## src/rtl/display_scheduler.sv

```systemverilog
`default_nettype none
// ============================================================================
// Module   : display_scheduler
// Brief    : Arbitrates the 4-digit seven-segment display between the stopwatch
//            and a message source; frame-aligned owner switch plus blanked scan.
// Revision : 1.0 - initial release
// ============================================================================
module display_scheduler #(
    parameter int unsigned SCAN_DIV     = 250000,
    parameter int unsigned BLANK_CYCLES = 16,
    parameter int unsigned HOLD_TICKS   = 3
) (
    input  logic        clk,
    input  logic        rst,
    input  logic        sec_tick,
    input  logic [15:0] sw_digits,
    input  logic        msg_req,
    input  logic [15:0] msg_digits,
    output logic        msg_grant,
    input  logic [3:0]  blank_mask,
    output logic        owner,
    output logic [3:0]  D,
    output logic [3:0]  anode
);

    localparam int c_PW = (SCAN_DIV > 1) ? $clog2(SCAN_DIV) : 1;
    localparam int c_HW = $clog2(HOLD_TICKS + 1);

    typedef enum logic [0:0] {
        SW  = 1'b0,
        MSG = 1'b1
    } state_t;

    state_t            r_state;
    state_t            w_state_nxt;
    logic [c_HW-1:0]   r_hold;
    logic [c_HW-1:0]   w_hold_nxt;
    logic              w_grant;
    logic              r_grant;

    logic [c_PW-1:0]   r_p;
    logic [1:0]        r_i;
    logic              w_wrap;
    logic              w_frame;
    logic [15:0]       r_snap;
    logic              r_own;
    logic              r_owner;
    logic [3:0]        r_d;
    logic [3:0]        r_anode;
    logic              w_dark;

    // Arbiter: a request always wins over a coincident second tick.
    always_comb begin
        w_state_nxt = r_state;
        w_hold_nxt  = r_hold;
        w_grant     = 1'b0;
        if (msg_req) begin
            w_state_nxt = MSG;
            w_hold_nxt  = c_HW'(HOLD_TICKS);
            w_grant     = 1'b1;
        end else if (r_state == MSG && sec_tick) begin
            if (r_hold == c_HW'(1)) begin
                w_state_nxt = SW;
                w_hold_nxt  = '0;
            end else begin
                w_hold_nxt  = r_hold - c_HW'(1);
            end
        end
    end

    always_ff @(posedge clk) begin
        if (rst) begin
            r_state <= SW;
            r_hold  <= '0;
            r_grant <= 1'b0;
        end else begin
            r_state <= w_state_nxt;
            r_hold  <= w_hold_nxt;
            r_grant <= w_grant;
        end
    end

    assign w_wrap  = (r_p == c_PW'(SCAN_DIV - 1));
    assign w_frame = w_wrap && (r_i == 2'd3);
    assign w_dark  = (32'(r_p) < BLANK_CYCLES) || blank_mask[r_i];

    // r_owner trails r_own by one cycle so it flips together with the first
    // new digit on D, which itself lags the scan counters by one cycle.
    always_ff @(posedge clk) begin
        if (rst) begin
            r_p     <= '0;
            r_i     <= '0;
            r_snap  <= '0;
            r_own   <= 1'b0;
            r_owner <= 1'b0;
            r_d     <= '0;
            r_anode <= 4'b1111;
        end else begin
            r_p     <= w_wrap ? '0 : r_p + c_PW'(1);
            if (w_wrap) begin
                r_i <= r_i + 2'd1;
            end
            if (w_frame) begin
                r_own  <= (r_state == MSG);
                r_snap <= (r_state == MSG) ? msg_digits : sw_digits;
            end
            r_owner <= r_own;
            r_d     <= r_snap[{r_i, 2'b00} +: 4];
            r_anode <= w_dark ? 4'b1111 : ~(4'b0001 << r_i);
        end
    end

    assign msg_grant = r_grant;
    assign owner     = r_owner;
    assign D         = r_d;
    assign anode     = r_anode;

endmodule
`default_nettype wire

```

## config.mk

```make
export PLATFORM = sky130hd
export DESIGN_NAME = display_scheduler
export DESIGN_NICKNAME = d
export VERILOG_FILES = /design/src/rtl/display_scheduler.sv
export SDC_FILE = /design/constraint.sdc
export NUM_CORES = 1
export LEC_CHECK = 0
export CAP_MARGIN = 20
export CORE_UTILIZATION = 35
export DETAILED_ROUTE_END_ITERATION = 16
export GPL_ROUTABILITY_DRIVEN = 0
export GPL_TIMING_DRIVEN = 0
export PLACE_DENSITY = 0.59
export SETUP_SLACK_MARGIN = 0.02
export SYNTH_ARGS = -nofsm -noshare
export SYNTH_HDL_FRONTEND = slang
export SYNTH_SLANG_ARGS = --single-unit
```

## constraint.sdc

```tcl
create_clock -name clk -period 6 [get_ports clk]
set_clock_uncertainty 0.15 [all_clocks]
set_input_delay 1.2 -clock clk [delete_from_list [all_inputs] [get_ports clk]]
set_output_delay 1.2 -clock clk [all_outputs]
set_load 0.02 [all_outputs]
```

==> load_flow_metrics.sql <==
INSERT INTO impl_metrics (metric_group, metric, value, unit) VALUES
('final_layout', 'layout.filler_cells', '642', ''),
('critical_path', 'critical_path_peak_fanout', '10', ''),
('critical_path', 'crit_slowest_cell', 'sky130_fd_sc_hd__dlygate4sd3_1', ''),
('critical_path', 'crit-reg2reg-launch', 'r_p[0]', ''),
('critical_path', 'required', '6020', 'ps'),
('detailed_routing', 'wl_met2', '2.38', 'mm'),
('detailed_routing', 'drcViolationCount', '0', ''),
('die', 'rows', '29', ''),
('placement', 'port_buffers', '49', ''),
('die', 'floorplan.die.height', '84.7', 'µm'),
('final_layout', 'n_antenna_cell', '0', ''),
('timing', 'timing.max_slew.rel_slack', '0.547', ''),
('die', 'ioPinCount', '50', ''),
('power_and_ir_drop', 'peak_supply_drop', '0.000101', 'V'),
('timing', 'post-route-period-util', '0.467', ''),
('detailed_routing', 'routed_wirelength', '5.20', 'mm'),
('die', 'die_w', '84.7', 'µm'),
('logic_synthesis', 'mappedNetlistArea', '2390', 'µm²'),
('placement', 'preCtsSetupSlack', '2870', 'ps'),
('timing', 'final-max-slew-violation-count', '0', ''),
('global_route', 'grt_pass1_vias', '1867', ''),
('detailed_routing', 'wirelength_met1', '2.55', 'mm'),
('critical_path', 'critical_path.max_stage_delay', '840', 'ps'),
('detailed_routing', 'topRoutingLayerUsed', 'met4', ''),
('timing', 'timing.final.crit_period', '2800', 'ps'),
('logic_synthesis', 'synth_seq_cells', '50', ''),
('die', 'placeableCoreArea', '6490', 'µm²'),
('critical_path', 'worst_r2r_endpoint', 'r_p[10]', ''),
('final_layout', 'nNetsFinal', '337', ''),
('critical_path', 'cp-start-kind', 'input port', ''),
('cts', 'clk_root_buffer_cell', 'sky130_fd_sc_hd__clkbuf_8', ''),
('timing', 'finalHoldViolCount', '0', ''),
('logic_synthesis', 'synth_fp_nets', '281', ''),
('min_path', 'timing.hold.worst_path_depth', '1', ''),
('timing', 'achievable-frequency', '357', 'MHz'),
('cts', 'cts.path.max_buffers', '2', ''),
('cts', 'clk_transition_reported_paths', '90', 'ps'),
('critical_path', 'end_kind', 'flop', ''),
('global_route', 'number_of_antenna_violations_at_the_first_check_in_global_routing', '0', ''),
('timing', 'timing_worst_slew_pin_value', '679', 'ps'),
('min_path', 'worstHoldEndpoint', 'owner', ''),
('timing', 'postLayoutSetupSlackWorst', '3200', 'ps'),
('logic_synthesis', 'synth.yosys.seq_area_share', '0.418', ''),
('global_route', 'grt_residual_overflow', '0', ''),
('logic_synthesis', 'synth_enable_flop_cells', '0', ''),
('power_and_ir_drop', 'power_density', '205', 'nW/µm²'),
('logic_synthesis', 'synth_ff_type', 'sky130_fd_sc_hd__dfxtp_1', ''),
('global_route', 'grtUsageTotal', '0.156', ''),
('critical_path', 'startpoint', 'rst', ''),
('cts', 'tritoncts', 'yes', ''),
('logic_synthesis', 'synthCells', '235', ''),
('detailed_routing', 'routed_via_density', '5.08', ''),
('power_and_ir_drop', 'leakagePower', '1.05', 'nW'),
('critical_path', 'timing_worst_setup_path_type', 'input port to flop', ''),
('logic_synthesis', 'synthesis.area_per_instance', '10.2', 'µm²'),
('detailed_routing', 'detailroute.via_count', '1873', ''),
('cts', 'post_cts.resized_instances', '0', ''),
('min_path', 'worstHoldPathType', 'flop to flop', ''),
('logic_synthesis', 'synthDominantAreaCellType', 'sky130_fd_sc_hd__dfxtp_1', ''),
('die', 'initial_utilization', '0.369', ''),
('detailed_routing', 'drt-initial-drc-count', '93', ''),
('detailed_routing', 'route.antenna.remaining_nets', '0', ''),
('logic_synthesis', 'asyncSetResetFlopFracSynth', '0', ''),
('global_route', 'grt_first_pass_wirelength', '8.94', 'mm'),
('timing', 'grt_setup_unrepaired', 'no', ''),
('power_and_ir_drop', 'total_power_consumption_of_the_routed_design', '0.000634', 'W'),
('critical_path', 'worst-endpoint-arrival', '2820', 'ps'),
('detailed_routing', 'wl_met3', '223', 'µm'),
('outcome', 'run_status', 'complete, no violations', ''),
('die', 'die_area', '7180', 'µm²'),
('logic_synthesis', 'synth_cell_types', '36', '');
==> metrics by stage <==
| stage | area, µm² | std cells | hold slack [ps] | utilization |
|---|---|---|---|---|
| CTS | 3090 | 369 | 320 | 0.476 |
| global placement | 2980 | 361 | 299 | 0.459 |
| floorplan | 2390 | 235 | 287 | - |
| global route | 3090 | 369 | 339 | 0.476 |
| detailed placement | 2980 | 361 | 308 | 0.459 |
| finish | 3090 | 369 | 317 | 0.476 |
==> layout by cell type (no fill, tap or decap), types with 2 or more instances in the layout <==
cell type	n
sky130_fd_sc_hd__a211oi_1	9
sky130_fd_sc_hd__a211oi_2	8
sky130_fd_sc_hd__a21oi_1	5
sky130_fd_sc_hd__a31oi_1	16
sky130_fd_sc_hd__and2_1	2
sky130_fd_sc_hd__and3_1	3
sky130_fd_sc_hd__buf_4	3
sky130_fd_sc_hd__buf_6	8
sky130_fd_sc_hd__clkbuf_1	3
sky130_fd_sc_hd__clkbuf_8	6
sky130_fd_sc_hd__clkdlybuf4s50_1	49
sky130_fd_sc_hd__dfxtp_1	50
sky130_fd_sc_hd__ha_1	6
sky130_fd_sc_hd__inv_1	7
sky130_fd_sc_hd__mux2i_1	16
sky130_fd_sc_hd__mux4_2	5
sky130_fd_sc_hd__nand2_1	11
sky130_fd_sc_hd__nand3_1	6
sky130_fd_sc_hd__nand4_1	8
sky130_fd_sc_hd__nor2_1	23
sky130_fd_sc_hd__nor2b_1	7
sky130_fd_sc_hd__nor3_1	5
sky130_fd_sc_hd__nor4_1	4
sky130_fd_sc_hd__o21ai_0	3
sky130_fd_sc_hd__or3_1	2
sky130_fd_sc_hd__xnor2_1	10
sky130_fd_sc_hd__xor2_1	5
==> per-layer routing <==
layer / GRT usage / vias to the layer above
li1: - / 968
met5: 0 / -
met3: 0.0413 / 5
met2: 0.268 / 44
met1: 0.195 / 856
met4: 0.0370 / 0
==> cells in the mapped netlist, types with 2 or more instances <==
cell type / instances
sky130_fd_sc_hd__xor2_1: 5
sky130_fd_sc_hd__inv_1: 7
sky130_fd_sc_hd__a21oi_1: 5
sky130_fd_sc_hd__buf_4: 3
sky130_fd_sc_hd__buf_6: 8
sky130_fd_sc_hd__and3_1: 3
sky130_fd_sc_hd__nand4_1: 8
sky130_fd_sc_hd__dfxtp_1: 50
sky130_fd_sc_hd__xnor2_1: 10
sky130_fd_sc_hd__clkbuf_1: 2
sky130_fd_sc_hd__or3_1: 2
sky130_fd_sc_hd__a211oi_1: 9
sky130_fd_sc_hd__nor4_1: 4
sky130_fd_sc_hd__nand2_1: 11
sky130_fd_sc_hd__mux4_2: 5
sky130_fd_sc_hd__nand3_1: 6
sky130_fd_sc_hd__a31oi_1: 16
sky130_fd_sc_hd__and2_1: 2
sky130_fd_sc_hd__nor2b_1: 7
sky130_fd_sc_hd__mux2i_1: 16
sky130_fd_sc_hd__nor2_1: 23
sky130_fd_sc_hd__a211oi_2: 8
sky130_fd_sc_hd__ha_1: 6
sky130_fd_sc_hd__nor3_1: 5
sky130_fd_sc_hd__o21ai_0: 3
==> worst max-delay path by stage <==
stage,end,slack [ps],cells past startpoint
floorplan,anode[0],3600,3
global placement,r_snap[2],2840,4
detailed placement,r_snap[2],2870,4
CTS,r_snap[2],3190,4
global route,anode[3],3130,4
finish,r_snap[2],3200,4
==> critical path: cells and delay by family <==
family                 cells  cell delay, ps
buffers and inverters      3            1530
AOI/OAI and AO/OA          1              90
==> state kept, by name, indices dropped and copies added, names as in the netlist <==
name	cells
r_p	18
r_snap	16
D	4
anode	4
r_hold	2
r_i	2
msg_grant	1
owner	1
r_own	1
r_state	1
==> layout make-up <==
class	instances	area, µm²	area share
Multi-Input combinational cell	163	1220	0.396
Buffer	15	144	0.0465
Inverter	7	26.3	0.00850
Sequential cell	50	1000	0.324
Clock buffer	6	72.6	0.0235
Timing Repair Buffer	49	490	0.159
Clock inverter	2	37.5	0.0121
Tap cell	77	96.3	0.0312
==> logic make-up after synthesis <==
kind of cell / after synthesis / synth area share
XOR/XNOR: 15 / 0.0549
flip-flops: 50 / 0.418
multiplexers: 22 / 0.119
buffers and inverters: 22 / 0.0711
adder cells (fa/ha/maj): 6 / 0.0313
AO/OA/AOI/OAI: 44 / 0.139
AND/OR/NAND/NOR: 76 / 0.167
==> where the power goes <==
group / total (W) / switching [W] / leakage, nW / internal (W)
clock: 0.000235 / 0.000111 / 0.0514 / 0.000125
sequential: 0.000338 / 0.00000293 / 0.405 / 0.000335
combinational: 0.0000603 / 0.0000231 / 0.596 / 0.0000372
No activity file was read; power rests on OpenSTA's default activity.
